===== src/rtl/tt_spine_ctrl.sv =====
// Spine head controller: drives the inward spine bundle (user inputs, design
// select, enable) and returns the selected design's outputs. Every select
// change is bracketed by enable-low guard intervals so the row muxes never see
// a select change while enable is high.
module tt_spine_ctrl #(
  parameter int unsigned N_IO      = 8,
  parameter int unsigned N_O       = 8,
  parameter int unsigned N_I       = 10,
  parameter int unsigned GUARD_CYC = 4,
  parameter int unsigned S_OW      = N_O + 2 * N_IO + 2,
  parameter int unsigned S_IW      = N_I + N_IO + 12,
  parameter int unsigned U_OW      = N_O + 2 * N_IO,
  parameter int unsigned U_IW      = N_I + N_IO
) (
  input  logic            clk,
  input  logic            rst_n,
  input  logic            sel_inc_in,
  input  logic            sel_load,
  input  logic [8:0]      sel_value,
  input  logic            ena_req,
  input  logic [U_IW-1:0] usr_i,
  output logic [U_OW-1:0] usr_o,
  output logic [8:0]      cur_sel,
  output logic            active,
  output logic            busy,
  output logic [S_IW-1:0] spine_iw,
  input  logic [S_OW-1:0] spine_ow
);

  localparam logic [3:0] GuardLd = 4'(GUARD_CYC);

  typedef enum logic [1:0] {StOff, StSettle, StOn, StDrain} state_e;

  state_e          state_q, state_d;
  logic [3:0]      cnt_q, cnt_d;
  logic [8:0]      pending_q, pending_d;
  logic [8:0]      cur_sel_q, cur_sel_d;
  logic            sync1_q, sync2_q, inc_prev_q;
  logic [U_IW-1:0] usr_in_q;
  logic [U_OW-1:0] usr_out_q;

  logic            inc_pulse;
  logic            sel_req;
  logic [8:0]      sel_next;
  logic            unused_guard;

  // Guard bits of the outward bundle carry no information.
  assign unused_guard = ^{spine_ow[S_OW-1], spine_ow[0]};

  // Pad synchroniser and rising-edge detector for the increment button.
  always_ff @(posedge clk or negedge rst_n) begin
    if (!rst_n) begin
      sync1_q    <= 1'b0;
      sync2_q    <= 1'b0;
      inc_prev_q <= 1'b0;
    end else begin
      sync1_q    <= sel_inc_in;
      sync2_q    <= sync1_q;
      inc_prev_q <= sync2_q;
    end
  end

  assign inc_pulse = sync2_q & ~inc_prev_q;
  assign sel_req   = sel_load | inc_pulse;
  // Load has priority; a coincident increment is dropped.
  assign sel_next  = sel_load ? sel_value : pending_q + 9'd1;

  // State, counter and select registers.
  always_ff @(posedge clk or negedge rst_n) begin
    if (!rst_n) begin
      state_q   <= StOff;
      cnt_q     <= 4'd0;
      pending_q <= 9'd0;
      cur_sel_q <= 9'd0;
    end else begin
      state_q   <= state_d;
      cnt_q     <= cnt_d;
      pending_q <= pending_d;
      cur_sel_q <= cur_sel_d;
    end
  end

  // Guard sequencing: cur_sel may only move while enable is low and settled.
  always_comb begin
    state_d   = state_q;
    cnt_d     = cnt_q;
    pending_d = sel_req ? sel_next : pending_q;
    cur_sel_d = cur_sel_q;
    unique case (state_q)
      StOff: begin
        cur_sel_d = pending_q;
        cnt_d     = 4'd0;
        if (ena_req) begin
          state_d = StSettle;
          cnt_d   = GuardLd;
        end
      end
      StSettle: begin
        cur_sel_d = pending_d;
        cnt_d     = cnt_q - 4'd1;
        if (!ena_req) begin
          state_d = StOff;
          cnt_d   = 4'd0;
        end else if (sel_req) begin
          cnt_d = GuardLd;
        end else if (cnt_q <= 4'd1) begin
          state_d = StOn;
        end
      end
      StOn: begin
        if (sel_req || !ena_req) begin
          state_d = StDrain;
          cnt_d   = GuardLd;
        end
      end
      StDrain: begin
        cnt_d = cnt_q - 4'd1;
        if (cnt_q <= 4'd1) begin
          cur_sel_d = pending_d;
          if (ena_req) begin
            state_d = StSettle;
            cnt_d   = GuardLd;
          end else begin
            state_d = StOff;
            cnt_d   = 4'd0;
          end
        end
      end
      default: begin
        state_d = StOff;
        cnt_d   = 4'd0;
      end
    endcase
  end

  assign active = (state_q == StOn);
  assign busy   = (state_q == StSettle) || (state_q == StDrain);

  // One-cycle data registers; loaded only while on so nothing from a
  // previous design survives into the first enabled cycle.
  always_ff @(posedge clk or negedge rst_n) begin
    if (!rst_n) begin
      usr_in_q  <= '0;
      usr_out_q <= '0;
    end else begin
      usr_in_q  <= active ? usr_i : '0;
      usr_out_q <= active ? spine_ow[S_OW-2:1] : '0;
    end
  end

  assign usr_o    = active ? usr_out_q : '0;
  assign cur_sel  = cur_sel_q;
  assign spine_iw = {1'b0, (active ? usr_in_q : {U_IW{1'b0}}), cur_sel_q, active, 1'b0};

endmodule


===== config.mk =====
export PLATFORM = sky130hd
export DESIGN_NAME = tt_spine_ctrl
export DESIGN_NICKNAME = d
export VERILOG_FILES = /design/src/rtl/tt_spine_ctrl.sv
export SDC_FILE = /design/constraint.sdc
export NUM_CORES = 1
export LEC_CHECK = 0
export CORE_UTILIZATION = 55
export CTS_CLUSTER_DIAMETER = 50
export DETAILED_ROUTE_END_ITERATION = 8
export DONT_BUFFER_PORTS = 1
export HOLD_SLACK_MARGIN = 0.06
export PLACE_DENSITY = 0.7
export SYNTH_ARGS = -nofsm -noshare
export SYNTH_HDL_FRONTEND = slang
export SYNTH_SLANG_ARGS = --single-unit

===== constraint.sdc =====
create_clock -name clk -period 2.2 [get_ports clk]
set_clock_uncertainty 0.2 [all_clocks]
set_input_delay 0.44 -clock clk [delete_from_list [all_inputs] [get_ports clk]]
set_output_delay 0.44 -clock clk [all_outputs]
set_load 0.02 [all_outputs]

## Word level (Yosys, flattened, before mapping)

Index checks and enable logic that the tools add are counted.

- $lt $le $gt $ge: 1
- Equality and inequality tests: 8
- Reductions and logical operators: 7
- $add $sub $neg: 2
- Multiplexer cells: 22
- Bitwise logic cells: 3

Operator list:

| operator | number |
|---|---|
| $mux 24 | 2 |
| $mux 18 | 2 |
| $mux 9 | 3 |
| $pmux 9 s3 | 1 |
| $mux 4 | 4 |
| $pmux 4 s4 | 1 |
| $mux 2 | 6 |
| $add 9x1->9 const B | 1 |
| $pmux 2 s4 | 1 |
| $ne 3x3->1 const B | 2 |
| $reduce_and 5->1 | 1 |
| $eq 2x2->1 const B | 2 |
| $le 4x1->1 const B | 1 |
| $ne 2x2->1 const B | 2 |
| $sub 4x1->4 const B | 1 |
| $mux 3 | 1 |
| $reduce_bool 3->1 | 1 |
| $eq 2x1->1 const B | 1 |
| $logic_not 2->1 | 1 |
| $logic_or 1x1->1 | 2 |
| $ne 2x1->1 const B | 1 |
| $reduce_and 2->1 | 1 |
| $and 1x1->1 | 1 |
| $logic_not 1->1 | 1 |
| other kinds (3) | 3 |

- Input bits: 58
- Register bits after elaboration: 69
- Output and inout bits: 65

## Logic depth before layout (Yosys ltp)

- Word-level depth: 6
- Depth in mapped cells: 7
- Mapped depth without buffers: 6

## Least setup slack after synthesis

No wires, ideal clock.

- Path kind: reg2out
- Start: register state_q[0]
- End: output spine_iw[19]
- Arrival time: 1.318 ns
- Setup slack: 0.242 ns
- Stages on the path, launching flop included: 4
- Data required time: 1.560 ns
- Path buffers: 1
- Cells stage by stage: dfrtp_1 and2b_1 clkbuf_1 and2_1

- Word-level cells in the longest chain between the ends: 2

RTL lines:

| item | line | source |
|---|---|---|
| from (decl) | 34 | `state_e state_q, state_d;` |
| from (signal assigned) | 71 | `state_q <= StOff;` |
| from (signal assigned) | 76 | `state_q <= state_d;` |
| $eq 2x2->1 | 136 | `assign active = (state_q == StOn);` |
| named net active | 24 | `output logic active,` |
| $mux 18 | 153 | `assign spine_iw = {1'b0, (active ? usr_in_q : {U_IW{1'b0}}), cur_sel_q, active, 1'b0};` |
| to (decl) | 26 | `output logic [S_IW-1:0] spine_iw,` |

The timed path passes the listed nets, and every way through them passes these cells.

==> metrics.cfg <==
[power_and_ir_drop]
power_mw = 3.96
ir_drop_mv = 0.669
power.switching_mw = 1.47
sw_frac_of_total_pct = 37.1
power_density_nw_per_um2 = 983
power_frac_clock_pct = 25.8
p_leak_nw = 1.85
p_comb_share_pct = 26.1
p_int_mw = 2.49
p_seq_share_pct = 48.1

[critical_path]
arrival_ps = 1480
rr_worst_depth = 7
r2r_end = cur_sel[5]$_DFFE_PN0P_
cp-start-kind = flip-flop
cpMaxStageDelayCell = dfrtp_2
required_ps = 1560
reg2reg_from = cnt_q[0]$_DFFE_PN0P_
crit_chain = and2b_2, buf_12, and2_2
cpPeakStageDelay_ps = 450
crit_fanout = 35
crit_type = reg -> out
setup.worst_path.end_class = output port
reg2reg_slack_ps = 190

[timing]
fin_crit_sh_pct = 96.4
finalSetupViolCount = 0
slew_violations = 0
setup_ws_ps = 79.6
fmax_mhz = 472
min_period_ps = 2120
rsz0062_at_grt = false
finalHoldViolCount = 69
whs_ps = -410
tns_ps = 0

[placed_design]
io_buffers = 0
place_area_sq_um = 3270
gp_congestion = 0.806
pre_cts_slack_ps = 235
post-dp-hpwl_mm = 4.13

[logic_synthesis]
synth_xor_area_share_pct = 1.59
synthMuxAreaShare_pct = 1.25
netlist_instances = 309
syn_area_per_cell_sq_um = 10.7
synthArstFlopShare_pct = 100
ys.flop_type = dfrtp_1
synth-seq-cells = 69
netlist_area_sq_um = 3300
synthAdderAreaFrac_pct = 1.14
synth_edf_count = 0
seq_area_frac_synth_pct = 52.4
synth-simple-area-share_pct = 24.6
synth_top_family_by_area = simple AND/OR/NAND/NOR gates
synth_cell_types = 57
synth_compound_area_share_pct = 12.3
yosys_warnings = 0

[final_layout]
design_area_sq_um = 4030
fin_nets = 409
antenna_cells = 0
drive_above_1_share_pct = 19.5
syn_to_final_growth_pct = 22.2

[route]
vias_per_cell = 5.59
postRouteAntennaNets = 0
dr.first_iter.drc_count = 160
num_vias = 2374
drt-wirelength-per-cell_um = 16.8
dr.pass1.iters = 4
wirelength_mm = 7.14
drcViolationCount = 0

[clock_network]
cts_hold_buf = 49
cts-root-buf = clkbuf_8
cts_buffers = 9
insertion_delay_ps = 340
cts_buffer_depth = 2
cts_max_level = 3
cts.clk_slew.worst_paths_ps = 70
clock_sinks = 69
cts_tree = built

[floorplanning]
dieArea_sq_um = 6310
rows = 27
boundaryPins = 123
core_area_sq_um = 5640
start_util_pct = 58.4
die_x_um = 79.4
dieHeight_um = 79.4

[worst_hold_path]
worstHoldPathType = in -> async

[job]
cap_violations = 0

[global_route]
grt_max_degree = 71
antenna_found_initial = 0
grt.overflow.total = 0
grt_pass1_vias = 2373
gr-usage-all-layers_pct = 24.1
grt_pass1_wl_mm = 11.2

[outcome]
violations = hold timing
status = finished, violations left

## registers in the layout, summed over array words and instances (netlist names), named ones only
signal      cells
state_q         1
cur_sel         9
usr_in_q       18
cnt_q           4
sync1_q         1
inc_prev_q      1
pending_q       9
sync2_q         1
usr_out_q      24
## metal layers
layer	vias to the layer above	GRT usage [%]	routed length [um]
li1	1107	-	-
met1	1144	30.9	3050
met2	111	38.4	3490
met3	12	5.49	476
met4	0	11.6	127
met5	-	0	0
## critical path: cells and delay by family, from the launching register on
family / cells / cell delay, ps
and+or+nand+nor: 2 / 500
DFF: 1 / 450
buffers and inverters: 1 / 170
## power by group through the flow
stage	logic [mW]	clock network, mW	registers (mW)
global placement	0.883	0	1.92
detailed placement	0.905	0	1.93
global route	1.14	1.10	1.94
CTS	0.981	1.04	1.90
finish	1.03	1.02	1.90
floorplan	0.996	0	1.74
## cells in the final DEF, fill, tap and decap left out, types with 4 or more instances in the layout
master         Yosys  final
buf_4             14      7
o21ai_0            9      9
a21o_1             6      6
nor2_1            10     10
and2_2             0     32
a21oi_1           11     11
and2_1            84     52
nand3_1            4      4
dfrtp_1           69     68
nor3_1             4      4
nand2_1            6      6
dlygate4sd3_1      0     49
o31ai_1            4      4
clkbuf_8           0      9
xnor2_1            5      5
inv_1              7      7
## final cells by class
class,instances,area (sq um)
flip-flops and latches,69,1730
fillers,416,1610
well taps,72,90.1
multi-input cells,202,1400
clock buffers,9,124
clock inverters,7,73.8
inverters,8,30.0
repair buffers,58,588
## cells in the mapped netlist (all sizes together) (4+ instances only)
| library cell | count | area share [%] |
|---|---|---|
| and2 | 84 | 16 |
| dfrtp | 69 | 52 |
| buf | 20 | 4.5 |
| a21oi | 11 | 1.7 |
| clkbuf | 11 | 1.3 |
| nor2 | 10 | 1.1 |
| o21ai | 10 | 1.5 |
| inv | 8 | 0.91 |
| nand2 | 7 | 1.0 |
| a21o | 6 | 1.4 |
| nor3 | 5 | 0.91 |
| o31ai | 5 | 1.6 |
| xnor2 | 5 | 1.3 |
| a31oi | 4 | 0.95 |
| nand3 | 4 | 0.61 |
## metrics by stage
stage / utilization, % / instances
2_1_floorplan: - / 310
3_3_place_gp: 57.9 / 358
3_5_place_dp: 57.9 / 358
4_1_cts: 70.5 / 423
5_1_grt: 71.4 / 425
6_report: 71.4 / 425
## how the worst max path moves through the flow
stage / startpoint / end / slack (ps) / cells after the start
global placement: cnt_q[0]$_DFFE_PN0P_ / cur_sel[5]$_DFFE_PN0P_ / 250 / 7
finish: flip-flop / usr_o[8] / 80 / 3
global route: flip-flop / spine_iw[23] / 30 / 3
CTS: flip-flop / usr_o[15] / 1 / 3
floorplan: state_q[0]$_DFFE_PN0P_ / spine_iw[19] / 240 / 3
detailed placement: cnt_q[0]$_DFFE_PN0P_ / cur_sel[5]$_DFFE_PN0P_ / 240 / 7
## cell families after synthesis
| kind of cell | Yosys count |
|---|---|
| AND/OR/NAND/NOR | 131 |
| AO/OA/AOI/OAI | 56 |
| XOR/XNOR | 6 |
| buffers and inverters | 39 |
| flip-flops | 69 |
| other | 1 |
| multiplexers | 4 |
| adder cells (fa/ha/maj) | 3 |
## what timing repair did
| item | CTS | global route |
|---|---|---|
| endpoints found under the hold margin | 119 | 69 |
| cloned | 0 | 1 |
| setup endpoints to repair | 20 | 31 |
| gates resized for setup | 20 | 13 |
| setup buffers | 0 | 1 |
Note: power is estimated with default switching activity, not from simulation.
